## config.mk

```make
export PLATFORM = sky130hd
export DESIGN_NAME = ahb_master_arbiter
export DESIGN_NICKNAME = d
export VERILOG_FILES = /design/src/rtl/ahb_master_arbiter.sv
export SDC_FILE = /design/constraint.sdc
export NUM_CORES = 1
export LEC_CHECK = 0
export CORE_AREA = 5 5 141 143
export DETAILED_ROUTE_END_ITERATION = 8
export DIE_AREA = 0 0 146 148
export PLACE_DENSITY = 0.57
export SYNTH_ARGS = -nofsm -noshare
export SYNTH_HDL_FRONTEND = slang
export SYNTH_SLANG_ARGS = --single-unit
export TNS_END_PERCENT = 100
```

## constraint.sdc

```tcl
create_clock -name Hclk -period 2.8 [get_ports Hclk]
set_input_delay 0.28 -clock Hclk [delete_from_list [all_inputs] [get_ports Hclk]]
set_output_delay 0.28 -clock Hclk [all_outputs]
set_load 0.02 [all_outputs]
```

## src/rtl/ahb_master_arbiter.sv

```systemverilog
// Round-robin AHB master arbiter in front of the AHB-to-APB bridge slave port.
// Address/control is muxed by the current owner; write data by the data-phase owner.
module ahb_master_arbiter #(
  parameter int MASTERS = 4,
  parameter int WIDTH   = 32,
  parameter int TENURE  = 8,
  parameter int MW      = 2
) (
  input  logic                       Hclk,
  input  logic                       Hreset,
  input  logic [MASTERS-1:0]         Hbusreq,
  input  logic [MASTERS-1:0]         Hlock,
  input  logic [2*MASTERS-1:0]       Htrans_m,
  input  logic [WIDTH*MASTERS-1:0]   Haddr_m,
  input  logic [MASTERS-1:0]         Hwrite_m,
  input  logic [3*MASTERS-1:0]       Hsize_m,
  input  logic [WIDTH*MASTERS-1:0]   Hwdata_m,
  input  logic                       Hready,
  output logic [MASTERS-1:0]         Hgrant,
  output logic [MW-1:0]              Hmaster,
  output logic [MW-1:0]              Hmaster_d,
  output logic [1:0]                 Htrans,
  output logic [WIDTH-1:0]           Haddr,
  output logic                       Hwrite,
  output logic [2:0]                 Hsize,
  output logic [WIDTH-1:0]           Hwdata,
  output logic                       Hready_in
);

  localparam int CW = $clog2(TENURE + 1);

  typedef enum logic [1:0] {PARK, OWN, LOCK} state_t;

  state_t           state_reg, state_next;
  logic [MW-1:0]    master_reg, master_next;
  logic [MW-1:0]    master_d_reg;
  logic [CW-1:0]    cnt_reg, cnt_next;

  logic [1:0]       trans_a [MASTERS];
  logic [WIDTH-1:0] addr_a  [MASTERS];
  logic [WIDTH-1:0] wdata_a [MASTERS];
  logic [2:0]       size_a  [MASTERS];

  genvar gi;
  generate
    for (gi = 0; gi < MASTERS; gi++) begin : g_unpack
      assign trans_a[gi] = Htrans_m[2*gi +: 2];
      assign addr_a[gi]  = Haddr_m[WIDTH*gi +: WIDTH];
      assign wdata_a[gi] = Hwdata_m[WIDTH*gi +: WIDTH];
      assign size_a[gi]  = Hsize_m[3*gi +: 3];
      assign Hgrant[gi]  = (master_reg == MW'(gi));
    end
  endgenerate

  logic [1:0]    own_trans;
  logic          own_req, own_lock, own_idle, own_nonseq, others_req;
  logic          win_valid, tenure_hit;
  logic [MW-1:0] win_idx, cand;

  assign own_trans  = trans_a[master_reg];
  assign own_req    = Hbusreq[master_reg];
  assign own_lock   = Hlock[master_reg] & own_req;
  assign own_idle   = (own_trans == 2'b00);
  assign own_nonseq = (own_trans == 2'b10);
  assign others_req = |(Hbusreq & ~Hgrant);

  // Scan downward so the closest index after the owner wins; the owner itself is last.
  always_comb begin
    win_valid = 1'b0;
    win_idx   = '0;
    cand      = '0;
    for (int k = MASTERS; k >= 1; k--) begin
      cand = MW'((int'(master_reg) + k) % MASTERS);
      if (Hbusreq[cand]) begin
        win_valid = 1'b1;
        win_idx   = cand;
      end
    end
  end

  always_comb begin
    state_next  = state_reg;
    master_next = master_reg;
    cnt_next    = cnt_reg;
    tenure_hit  = 1'b0;
    case (state_reg)
      PARK: begin
        if (win_valid) begin
          master_next = win_idx;
          cnt_next    = '0;
          state_next  = Hlock[win_idx] ? LOCK : OWN;
        end
      end
      OWN, LOCK: begin
        if (!(state_reg == LOCK && own_lock)) begin
          // A just-released lock starts a fresh tenure, so only the idle rule can fire.
          tenure_hit = (state_reg == OWN) && (cnt_reg >= CW'(TENURE)) && others_req &&
                       (own_idle || own_nonseq);
          if ((!own_req && own_idle) || tenure_hit) begin
            cnt_next = '0;
            if (win_valid) begin
              master_next = win_idx;
              state_next  = Hlock[win_idx] ? LOCK : OWN;
            end else begin
              state_next = PARK;
            end
          end else begin
            state_next = OWN;
            if (state_reg == LOCK)
              cnt_next = '0;
            else if (own_trans[1] && (cnt_reg < CW'(TENURE)))
              cnt_next = cnt_reg + 1'b1;
          end
        end
      end
      default: state_next = PARK;
    endcase
  end

  // Wait states freeze the whole arbitration state, including the data-phase owner.
  always_ff @(posedge Hclk) begin
    if (Hreset) begin
      state_reg    <= PARK;
      master_reg   <= '0;
      master_d_reg <= '0;
      cnt_reg      <= '0;
    end else if (Hready) begin
      state_reg    <= state_next;
      master_reg   <= master_next;
      master_d_reg <= master_reg;
      cnt_reg      <= cnt_next;
    end
  end

  assign Hmaster   = master_reg;
  assign Hmaster_d = master_d_reg;
  assign Htrans    = Hreset ? 2'b00 : own_trans;
  assign Haddr     = addr_a[master_reg];
  assign Hwrite    = Hwrite_m[master_reg];
  assign Hsize     = size_a[master_reg];
  assign Hwdata    = wdata_a[master_d_reg];
  assign Hready_in = Hready;

endmodule
```

==> impl_metrics.tcl <==
set metrics [dict create \
    status "finished, final reports clean" \
    end_kind "flop" \
    yosysSeqAreaShare 0.0725 \
    fmax_ghz 0.382 \
    cts-root-buf "clkbuf_16" \
    path_cells "inv_1 > ha_4 > inv_1 > a221o_1 > o211ai_1 > mux2i_1 > a2111oi_1 > a41o_1 > o41ai_2" \
    clkLatencyLatePin_ps 230 \
    cts_tree "yes" \
    initial_core_util 0.150 \
    drc_errors 0 \
    syn_inst 228 \
    grt_start_max_net_pins 37 \
    fillers 1778 \
    hold_viol_final 0 \
    arrival_ps 2740 \
    peakVddDrop_uv 304 \
    crit_start "Hmaster[0]" \
    critPathBufInv 2 \
    reg2regPathDepth 9 \
    cts.sink_count 10 \
    synth-edff-count 0 \
    largest_reg_flops 4 \
    grt_setup_unrepaired "no" \
    place_area_mm2 0.00674 \
    yosys_warnings 0 \
    setup_viol 0 \
    ys_types 43 \
    yosysTopAreaCellShare 0.587 \
    worstPathMaxFanout 13 \
    cts-htree-levels 1 \
    fin_setup_tns_ps 0 \
    n_antenna_cell 0 \
    crit_end "state_reg[1]" \
    regArea_um2 206 \
    syn_area_mm2 0.00276 \
    first_pass_iters 4 \
    grt_pass1_wl_um 25300 \
    dp_hpwl_um 15100 \
    powerDensity_mw_per_mm2 650 \
    io_pins 370 \
    routedWlPerCell_um 20.8 \
    routed_wl_um 17100 \
    syn-num-nets 529 \
    cts_buffer_depth 2 \
    io_buffers 369 \
    cts_setup_buffers 0 \
    cts_buffers 3 \
    chipHeight_um 148 \
    hold_slack_ps 491 \
    start_kind "flop" \
    yosysMostFrequentCell "mux4_2" \
    fin_crit_ps 2620 \
    ant_nets 0 \
    final_nets 889 \
    stdcell_count 821 \
    reg2reg_to "state_reg[1]" \
    relSlewSlack 0.586 \
    routed_via_density 4.56 \
    post-route-period-util 0.935 \
    slowest_delay_ps 440 \
    power_leakage_nw 2.33 \
    ys_ff_latch 10 \
    core.rowCount 50 \
    drv_cap 0 \
    rrSetupSlack_ps 180 \
    core_area_mm2 0.0185 \
    hold_path.class "flop to flop" \
    tightest_slew_ps 615 \
    overflow 0 \
    crit_top_cell "inv_1" \
    drv_slew 0 \
    synthTopCellsByArea "mux4_2 59%, dfxtp_1 7.2%, ha_1 4.5%" \
    die_x_um 146 \
    r2r-start "Hmaster[0]" \
    drt_iter0_drc 198 \
    path_delay_family "compound AO/OA/AOI/OAI gates" \
    grt_usage 0.147 \
    drive_above_1_share 0.170 \
    place.gp.congestion 0.921 \
    path_class "flop to flop" \
    grt_pass1_vias 4254 \
    cp_num_cells 9 \
    clkTransAtPathRegs_ps 40 \
    crit_slowest_cell "dfxtp_4" \
    antenna_found_initial 2 \
    design_area_mm2 0.00685 \
    dp.cells 817 \
    multi_input_area_mm2 0.00242 \
    async_flop_share 0 \
    synthFlopType "dfxtp_1" \
    synth_common_cells "72 x mux4_2, 15 x nor2_1, 14 x nand2_1" \
    num_vias 3742 \
    syn_to_final_growth_pct 148 \
    clock-skew-final_ps 0.534 \
    die-area_mm2 0.0216 \
    worstPathRequired_ps 2930 \
    yosysTopAreaCell "mux4_2" \
    syn_avg_cell_area_um2 12.1 \
]
layout make-up:
class / count / share of cell area
Tap cell: 234 / 0.0427
Clock buffer: 4 / 0.0130
Sequential cell: 10 / 0.0301
Inverter: 9 / 0.00493
Multi-Input combinational cell: 183 / 0.353
Timing Repair Buffer: 381 / 0.556
cells in the final DEF (no fill, tap or decap), drive strengths merged, types with 2 or more instances in the layout:
master         netlist  final
o21ai               10     10
nor2b                3      3
clkbuf               8      4
a41o                 2      2
nor2                15     15
inv                  9      9
a221o                2      2
dfxtp               10     10
mux2i                7      7
nand3                3      3
a211oi               3      3
o41ai                2      2
nand2b               7      7
nand4b               3      3
clkdlybuf4s50        0    369
mux4                72     72
nor3                 2      2
ha                  10     10
o211ai               2      2
buf                 18     12
a21oi               10     10
mux2                 2      2
nand2               14     14
per-stage QoR:
stage               total power, mW  setup WS [ps]  utilization
floorplan                      2.49            322            -
global placement               4.10            352        0.365
detailed placement             4.15            100        0.365
CTS                            4.46           70.4        0.370
global route                   4.72           6.97        0.371
finish                         4.45            181        0.371
power breakdown:
part / total (mW) / internal (mW) / leakage, nW / switching (mW)
sequential: 0.250 / 0.184 / 0.0830 / 0.0665
combinational: 3.92 / 2.12 / 2.20 / 1.80
clock: 0.278 / 0.214 / 0.0442 / 0.0640
total: 4.45 / 2.52 / 2.33 / 1.94
metal layers:
metal,share of wire,up-vias,global-route usage
li1,-,1686,-
met2,0.55,231,0.286
met1,0.35,1817,0.163
met5,0.00094,-,0
met3,0.10,4,0.0515
met4,0.00041,4,0.00282
repair_timing:
action / CTS / global route
setup endpoints to repair: 0 / 2
hold buffers: 0 / 0
resized for setup: 0 / 3
endpoints found under the hold margin: 0 / 0
worst min path at each step:
stage / start / to / slack [ps] / cells past startpoint
after global placement: cnt_reg[2] / cnt_reg[2] / 480 / 2
final: cnt_reg[2] / cnt_reg[2] / 490 / 2
after detailed placement: cnt_reg[2] / cnt_reg[2] / 490 / 2
after CTS: cnt_reg[2] / cnt_reg[2] / 490 / 2
after global routing: Hmaster_d[1] / Hmaster_d[1] / 530 / 2
after floorplan: Hreset / state_reg[1] / 380 / 1
cell families after synthesis:
group	synth area share
and+or+nand+nor	0.0978
adders and majority gates	0.0453
buffers and inverters	0.0580
muxes	0.622
AOI/OAI and AO/OA	0.105
DFF	0.0725
worst register-to-register path: stages (launching register included):
cell       delay [ps]
dfxtp_4           440
inv_1             170
ha_4              320
inv_1             100
a221o_1           330
o211ai_1          210
mux2i_1           250
a2111oi_1          80
a41o_1            270
o41ai_2           350
(Power assumes the default switching activity.)
